### src/rtl/pmsm_dq_plant.sv
// PMSM dq-frame plant model for the HIL loop.
// One forward-Euler step per accepted 'step' request. A single shared multiplier is
// time-multiplexed over 13 MAC cycles, then all four state variables commit together.
module pmsm_dq_plant #(
   parameter int unsigned W_ST  = 16,
   parameter int unsigned F_ST  = 12,
   parameter int unsigned W_K   = 18,
   parameter int unsigned F_K   = 16,
   parameter int unsigned W_ANG = 16
) (
   input  logic                    clk,
   input  logic                    rst,
   input  logic                    step,
   input  logic                    lock,
   input  logic signed [W_ST-1:0]  v_d,
   input  logic signed [W_ST-1:0]  v_q,
   input  logic signed [W_ST-1:0]  t_load,
   input  logic signed [W_K-1:0]   k_v,
   input  logic signed [W_K-1:0]   k_r,
   input  logic signed [W_K-1:0]   k_dt,
   input  logic signed [W_K-1:0]   k_e,
   input  logic signed [W_K-1:0]   k_t,
   input  logic signed [W_K-1:0]   k_b,
   input  logic signed [W_K-1:0]   k_j,
   input  logic signed [W_K-1:0]   k_th,
   output logic                    busy,
   output logic                    done,
   output logic signed [W_ST-1:0]  i_d,
   output logic signed [W_ST-1:0]  i_q,
   output logic signed [W_ST-1:0]  omega,
   output logic        [W_ANG-1:0] theta
);

   // Accumulators are wide enough that no intermediate sum can wrap before saturation.
   localparam int unsigned W_ACC = W_ST + W_K;
   // Multiplier is W_K x W_ACC so that k_dt can multiply the full-width omega*i terms.
   localparam int unsigned W_P   = W_K + W_ACC;
   localparam logic [3:0]  LAST_IDX = 4'd12;

   typedef enum logic [1:0] {StIdle, StMac, StCommit} state_e;

   state_e                   state_q, state_d;
   logic [3:0]               idx_q, idx_d;
   logic                     done_q, done_d;

   // Operands latched at accept
   logic                     lock_q, lock_d;
   logic signed [W_ST-1:0]   vd_q, vd_d;
   logic signed [W_ST-1:0]   vq_q, vq_d;
   logic signed [W_ST-1:0]   tl_q, tl_d;
   logic signed [W_K-1:0]    kv_q, kv_d;
   logic signed [W_K-1:0]    kr_q, kr_d;
   logic signed [W_K-1:0]    kdt_q, kdt_d;
   logic signed [W_K-1:0]    ke_q, ke_d;
   logic signed [W_K-1:0]    kt_q, kt_d;
   logic signed [W_K-1:0]    kb_q, kb_d;
   logic signed [W_K-1:0]    kj_q, kj_d;
   logic signed [W_K-1:0]    kth_q, kth_d;

   // Partial results
   logic signed [W_ACC-1:0]  wiq_q, wiq_d;
   logic signed [W_ACC-1:0]  wid_q, wid_d;
   logic signed [W_ACC-1:0]  ad_q, ad_d;
   logic signed [W_ACC-1:0]  aq_q, aq_d;
   logic signed [W_ACC-1:0]  aw_q, aw_d;
   logic        [W_ANG-1:0]  ath_q, ath_d;

   // Plant state; held unchanged while busy, so it doubles as the latched old state
   logic signed [W_ST-1:0]   i_d_q, i_d_d;
   logic signed [W_ST-1:0]   i_q_q, i_q_d;
   logic signed [W_ST-1:0]   omega_q, omega_d;
   logic        [W_ANG-1:0]  theta_q, theta_d;

   // Shared multiplier
   logic signed [W_K-1:0]    mul_a;
   logic signed [W_ACC-1:0]  mul_b;
   logic                     shift_st;
   logic signed [W_P-1:0]    prod;
   logic signed [W_ACC-1:0]  term;

   // Commit sums
   logic signed [W_ACC-1:0]  sum_id, sum_iq, sum_om;

   // Clamp a wide sum into the signed W_ST range.
   function automatic logic signed [W_ST-1:0] sat_st(input logic signed [W_ACC-1:0] x);
      logic [W_ACC-W_ST:0] hi;
      hi = x[W_ACC-1:W_ST-1];
      if ((&hi) || !(|hi)) begin
         sat_st = x[W_ST-1:0];
      end else if (x[W_ACC-1]) begin
         sat_st = {1'b1, {(W_ST-1){1'b0}}};
      end else begin
         sat_st = {1'b0, {(W_ST-1){1'b1}}};
      end
   endfunction

   // Operand selection for the shared multiplier, keyed by MAC index.
   always_comb begin
      mul_a    = '0;
      mul_b    = '0;
      shift_st = 1'b0;
      case (idx_q)
         4'd0:  begin mul_a = W_K'(omega_q); mul_b = W_ACC'(i_q_q); shift_st = 1'b1; end
         4'd1:  begin mul_a = W_K'(omega_q); mul_b = W_ACC'(i_d_q); shift_st = 1'b1; end
         4'd2:  begin mul_a = kv_q;  mul_b = W_ACC'(vd_q);    end
         4'd3:  begin mul_a = kr_q;  mul_b = W_ACC'(i_d_q);   end
         4'd4:  begin mul_a = kdt_q; mul_b = wiq_q;           end
         4'd5:  begin mul_a = kv_q;  mul_b = W_ACC'(vq_q);    end
         4'd6:  begin mul_a = kr_q;  mul_b = W_ACC'(i_q_q);   end
         4'd7:  begin mul_a = kdt_q; mul_b = wid_q;           end
         4'd8:  begin mul_a = ke_q;  mul_b = W_ACC'(omega_q); end
         4'd9:  begin mul_a = kt_q;  mul_b = W_ACC'(i_q_q);   end
         4'd10: begin mul_a = kb_q;  mul_b = W_ACC'(omega_q); end
         4'd11: begin mul_a = kj_q;  mul_b = W_ACC'(tl_q);    end
         4'd12: begin mul_a = kth_q; mul_b = W_ACC'(omega_q); end
         default: ;
      endcase
   end

   // Product, rescaled by arithmetic shift (truncation toward -inf).
   always_comb begin
      prod = W_P'(mul_a) * W_P'(mul_b);
      term = W_ACC'(shift_st ? (prod >>> F_ST) : (prod >>> F_K));
   end

   // Candidate new state values before saturation.
   always_comb begin
      sum_id = W_ACC'(i_d_q) + ad_q;
      sum_iq = W_ACC'(i_q_q) + aq_q;
      sum_om = W_ACC'(omega_q) + aw_q;
   end

   // Sequencer: accept, MAC accumulation and commit.
   always_comb begin
      state_d = state_q;
      idx_d   = idx_q;
      done_d  = 1'b0;
      lock_d  = lock_q;
      vd_d    = vd_q;
      vq_d    = vq_q;
      tl_d    = tl_q;
      kv_d    = kv_q;
      kr_d    = kr_q;
      kdt_d   = kdt_q;
      ke_d    = ke_q;
      kt_d    = kt_q;
      kb_d    = kb_q;
      kj_d    = kj_q;
      kth_d   = kth_q;
      wiq_d   = wiq_q;
      wid_d   = wid_q;
      ad_d    = ad_q;
      aq_d    = aq_q;
      aw_d    = aw_q;
      ath_d   = ath_q;
      i_d_d   = i_d_q;
      i_q_d   = i_q_q;
      omega_d = omega_q;
      theta_d = theta_q;

      unique case (state_q)
         StIdle: begin
            if (step) begin
               lock_d  = lock;
               vd_d    = v_d;
               vq_d    = v_q;
               tl_d    = t_load;
               kv_d    = k_v;
               kr_d    = k_r;
               kdt_d   = k_dt;
               ke_d    = k_e;
               kt_d    = k_t;
               kb_d    = k_b;
               kj_d    = k_j;
               kth_d   = k_th;
               idx_d   = '0;
               state_d = StMac;
            end
         end
         StMac: begin
            case (idx_q)
               4'd0:  wiq_d = term;
               4'd1:  wid_d = term;
               4'd2:  ad_d  = term;
               4'd3:  ad_d  = ad_q - term;
               4'd4:  ad_d  = ad_q + term;
               4'd5:  aq_d  = term;
               4'd6:  aq_d  = aq_q - term;
               4'd7:  aq_d  = aq_q - term;
               4'd8:  aq_d  = aq_q - term;
               4'd9:  aw_d  = term;
               4'd10: aw_d  = aw_q - term;
               4'd11: aw_d  = aw_q - term;
               4'd12: ath_d = term[W_ANG-1:0];
               default: ;
            endcase
            if (idx_q == LAST_IDX) begin
               state_d = StCommit;
            end else begin
               idx_d = idx_q + 4'd1;
            end
         end
         StCommit: begin
            i_d_d = sat_st(sum_id);
            i_q_d = sat_st(sum_iq);
            // Locked rotor: speed pinned to zero, angle frozen
            if (lock_q) begin
               omega_d = '0;
            end else begin
               omega_d = sat_st(sum_om);
               theta_d = theta_q + ath_q;
            end
            done_d  = 1'b1;
            state_d = StIdle;
         end
         default: state_d = StIdle;
      endcase
   end

   // State registers; reset discards any step in progress.
   always_ff @(posedge clk or posedge rst) begin
      if (rst) begin
         state_q <= StIdle;
         idx_q   <= '0;
         done_q  <= 1'b0;
         lock_q  <= 1'b0;
         vd_q    <= '0;
         vq_q    <= '0;
         tl_q    <= '0;
         kv_q    <= '0;
         kr_q    <= '0;
         kdt_q   <= '0;
         ke_q    <= '0;
         kt_q    <= '0;
         kb_q    <= '0;
         kj_q    <= '0;
         kth_q   <= '0;
         wiq_q   <= '0;
         wid_q   <= '0;
         ad_q    <= '0;
         aq_q    <= '0;
         aw_q    <= '0;
         ath_q   <= '0;
         i_d_q   <= '0;
         i_q_q   <= '0;
         omega_q <= '0;
         theta_q <= '0;
      end else begin
         state_q <= state_d;
         idx_q   <= idx_d;
         done_q  <= done_d;
         lock_q  <= lock_d;
         vd_q    <= vd_d;
         vq_q    <= vq_d;
         tl_q    <= tl_d;
         kv_q    <= kv_d;
         kr_q    <= kr_d;
         kdt_q   <= kdt_d;
         ke_q    <= ke_d;
         kt_q    <= kt_d;
         kb_q    <= kb_d;
         kj_q    <= kj_d;
         kth_q   <= kth_d;
         wiq_q   <= wiq_d;
         wid_q   <= wid_d;
         ad_q    <= ad_d;
         aq_q    <= aq_d;
         aw_q    <= aw_d;
         ath_q   <= ath_d;
         i_d_q   <= i_d_d;
         i_q_q   <= i_q_d;
         omega_q <= omega_d;
         theta_q <= theta_d;
      end
   end

   assign busy  = (state_q != StIdle);
   assign done  = done_q;
   assign i_d   = i_d_q;
   assign i_q   = i_q_q;
   assign omega = omega_q;
   assign theta = theta_q;

endmodule

### config.mk
export PLATFORM = sky130hd
export DESIGN_NAME = pmsm_dq_plant
export DESIGN_NICKNAME = d
export VERILOG_FILES = /design/src/rtl/pmsm_dq_plant.sv
export SDC_FILE = /design/constraint.sdc
export NUM_CORES = 2
export LEC_CHECK = 0
export ABC_AREA = 1
export CELL_PAD_IN_SITES_DETAIL_PLACEMENT = 1
export CELL_PAD_IN_SITES_GLOBAL_PLACEMENT = 1
export CORE_MARGIN = 2
export CORE_UTILIZATION = 42
export CTS_CLUSTER_DIAMETER = 60
export DETAILED_ROUTE_END_ITERATION = 8
export GPL_TIMING_DRIVEN = 0
export HOLD_SLACK_MARGIN = 0.15
export PLACE_DENSITY = 0.89
export SLEW_MARGIN = 20
export SYNTH_ARGS = -nofsm -noshare
export SYNTH_HDL_FRONTEND = slang
export SYNTH_SLANG_ARGS = --single-unit
### constraint.sdc
create_clock -name clk -period 17 [get_ports clk]
set_clock_uncertainty 0.1 [all_clocks]
set_input_delay 4.25 -clock clk [delete_from_list [all_inputs] [get_ports clk]]
set_output_delay 4.25 -clock clk [all_outputs]
set_load 0.01 [all_outputs]
==> results.cfg <==
[status]
status = complete, no violations

[detailed_routing]
drc = 0
dr.pass1.iters = 5
via_per_inst = 5.73
ant_nets = 0
dr_total_vias = 53200
wl_per_cell_um = 25.5
drtIter0Drc = 4614
drt_wl_total_um = 237000

[yosys]
syn_area_per_cell_um2 = 7.36
yosys.area.top_type = fa_1
synth_area_mm2 = 0.0534
synth_cells = 7255
synthTopCellsByArea = fa_1 22%, dfrtp_1 21%, nand2_1 16%
yosysUniqueCellTypes = 68
synth_top_area_share_pct = 21.6
synth-seq-cells = 450
syn_nets = 8365
ys_warn_count = 0
seq_area_frac_synth_pct = 21.1

[critical_path]
worst_path_max_delay_cell = clkbuf_1
cp_max_fo = 10
cpPeakStageDelay_ns = 0.85
cp_common_cell = nand2_1
crit_type = flop to flop
critPathRequiredTime_ns = 17.56
crit_path_end_kind = flop
arrival_ns = 15.95
cp-start-kind = flop

[cells_and_area]
area_growth_pct = 13.1
n_fill_cell = 16000
fin_util_pct = 47.9
fin_nets = 8699
final_layout_size_suffix_gt1_share_pct = 3.26

[grt]
grt_pass1_vias = 57800
grtUsageTotal_pct = 36.2
gr-total-overflow = 0
antenna_found_initial = 25
grt_pass1_wl_um = 354000
grt_max_degree = 100

[clocking]
cts_sinks = 450
ctsHoldBuffers = 0
cts_buffer_depth = 3
root_buffer = clkbuf_16
tritoncts = yes
post-cts-setup-buffer-count = 0
clk_latency_ns = 0.73
cts.clk_slew.worst_paths_ns = 0.06
h-tree-depth = 2
cts-resized-gates = 0
cts_buffers = 60

[min_path]
hold_path_class = flop to flop

[timing]
finalSetupViolations = 0
hold_viol = 0
slew_headroom_pct = 15.8
fmax_mhz = 65.0
rsz0062_at_grt = no
layout_setup_ws_ns = 1.61
min_period_ns = 15.39
timing.final.crit_share_pct = 90.5
worst_slew_pin_slew_ns = 1.26
report.final.slew_viol_count = 0

[floorplan]
die_h_um = 360
rows = 130
initial_core_util_pct = 42.4
ios = 262
die-area_mm2 = 0.130
die_x_um = 360
core-area_mm2 = 0.126

[run]
maxCapViolations = 0

[place]
port_buffers = 261
post-dp-hpwl_um = 194000
place_ws_ns = 2.20
place.gp.congestion = 1.03
## metrics by stage
| stage | TNS [ns] | cells | hold slack, ns | cell area (µm²) |
|---|---|---|---|---|
| floorplan | 0 | 7255 | 0.349 | 53400 |
| global placement | -2742.67 | 9166 | 0.363 | 58000 |
| detailed placement | 0 | 9177 | 0.367 | 58300 |
| CTS | 0 | 9288 | 0.383 | 60300 |
| global route | 0 | 9294 | 0.411 | 60300 |
| finish | 0 | 9298 | 0.384 | 60300 |
## registers in the layout (all words and copies together), names as in the netlist, 18 cells and up
register,flops
ad_q,34
aq_q,34
aw_q,34
kb_q,18
kdt_q,18
ke_q,18
kj_q,18
kr_q,18
kt_q,18
kth_q,18
kv_q,18
wid_q,34
wiq_q,34
## cell type report
| type | count | area (µm²) | area share [%] |
|---|---|---|---|
| multi-input combinational | 5178 | 36000 | 59.6 |
| sequential | 450 | 11300 | 18.7 |
| inverter | 1392 | 5240 | 8.68 |
| timing repair buffer | 272 | 2800 | 4.63 |
| tap | 1650 | 2060 | 3.42 |
| clock buffer | 88 | 1800 | 2.98 |
| buffer | 235 | 925 | 1.53 |
| clock inverter | 23 | 245 | 0.406 |
| antenna | 10 | 25.0 | 0.0415 |
## cells by family (layout without fill, tap and decap cells)
family | after synthesis | count (layout) | synth area share [%]
and+or+nand+nor | 2983 | 2983 | 22.8
buffers and inverters | 1627 | 2010 | 11.5
AOI/OAI and AO/OA | 1060 | 1060 | 11.4
adders and majority gates | 914 | 914 | 29.5
DFF | 450 | 450 | 21.1
xor gates and xnor gates | 221 | 221 | 3.63
other | 0 | 10 | 0
## worst max-delay path: cells and delay by family (launching register included)
kind | cells | cell delay, ns
AOI/OAI and AO/OA | 17 | 3.75
xor gates and xnor gates | 1 | 0.16
adders and majority gates | 9 | 4.22
buffers and inverters | 9 | 2.91
DFF | 1 | 0.40
and+or+nand+nor | 15 | 3.82
## layout by cell type, fill, tap and decap left out, types with 8 or more instances in the layout
| master | n |
|---|---|
| inv_6 | 10 |
| fa_1 | 577 |
| o21ai_1 | 21 |
| clkdlybuf4s50_1 | 261 |
| inv_1 | 1353 |
| nor3_1 | 64 |
| o22ai_1 | 41 |
| clkbuf_1 | 223 |
| a21boi_1 | 8 |
| a21boi_0 | 12 |
| clkbuf_16 | 61 |
| nor4_1 | 22 |
| nand3_1 | 193 |
| a21o_1 | 13 |
| o21a_1 | 11 |
| a221oi_1 | 42 |
| o221ai_1 | 20 |
| nand2_1 | 2238 |
| o21ai_0 | 459 |
| buf_4 | 8 |
| xor2_1 | 151 |
| ha_1 | 337 |
| buf_2 | 10 |
| a31oi_1 | 35 |
| clkbuf_8 | 17 |
| nor2_1 | 315 |
| nand2_2 | 31 |
| o211ai_1 | 35 |
| a21oi_1 | 296 |
| clkinv_1 | 20 |
| inv_2 | 16 |
| nand4_1 | 39 |
| nand3b_1 | 16 |
| dfrtp_1 | 449 |
| xnor2_1 | 70 |
| diode_2 | 10 |
| nand3_2 | 10 |
| o21bai_1 | 28 |
| nor2_4 | 8 |
| or2_2 | 15 |
## cell usage after synthesis, drive strengths merged
cell	instances
clkinv	20
ha	337
nor2	326
dfrtp	450
and2	1
a221oi	42
a211oi	5
nor3	67
nand3	204
inv	1372
nor4	26
a32o	1
nand2	2277
xor2	151
a22o	7
o22ai	41
nand4	41
a21oi	298
buf	22
a22oi	1
o21ai	488
o221ai	20
or3b	1
and3	7
fa	577
xnor2	70
o21bai	31
a211o	1
o2bb2ai	1
a31o	3
o211ai	35
a32oi	1
a21o	13
o31ai	4
a311oi	1
a21boi	20
o21a	11
a221o	1
clkbuf	213
a31oi	35
nand3b	16
or2	17
## per-layer routing
| layer | vias to the layer above | wire [µm] | global-route usage, % |
|---|---|---|---|
| li1 | 23100 | - | - |
| met1 | 27000 | 90100 | 43.5 |
| met2 | 2349 | 109000 | 59.1 |
| met3 | 788 | 20200 | 8.11 |
| met4 | 22 | 17200 | 22.0 |
| met5 | - | 157 | 0 |
## worst paths after layout
kind	start	to	slack [ns]	depth (start not counted)
worst min register to register	wid_q[25]$_DFFE_PP0P_	wid_q[25]$_DFFE_PP0P_	0.38	2
worst max register to register	idx_q[0]$_DFFE_PP0P_	ad_q[26]$_DFFE_PP0P_	1.61	51
worst min-delay path	wid_q[25]$_DFFE_PP0P_	wid_q[25]$_DFFE_PP0P_	0.38	2
min in group asynchronous	rst	done$_DFF_PP0_	3.87	2
max in group asynchronous	rst	vq_q[6]$_DFFE_PP0P_	11.61	4
worst max-delay path	idx_q[0]$_DFFE_PP0P_	ad_q[26]$_DFFE_PP0P_	1.61	51
Power is left out: the tool's default activity adds up to more than one toggle a clock period on the data nets, which glitch-free logic cannot reach.
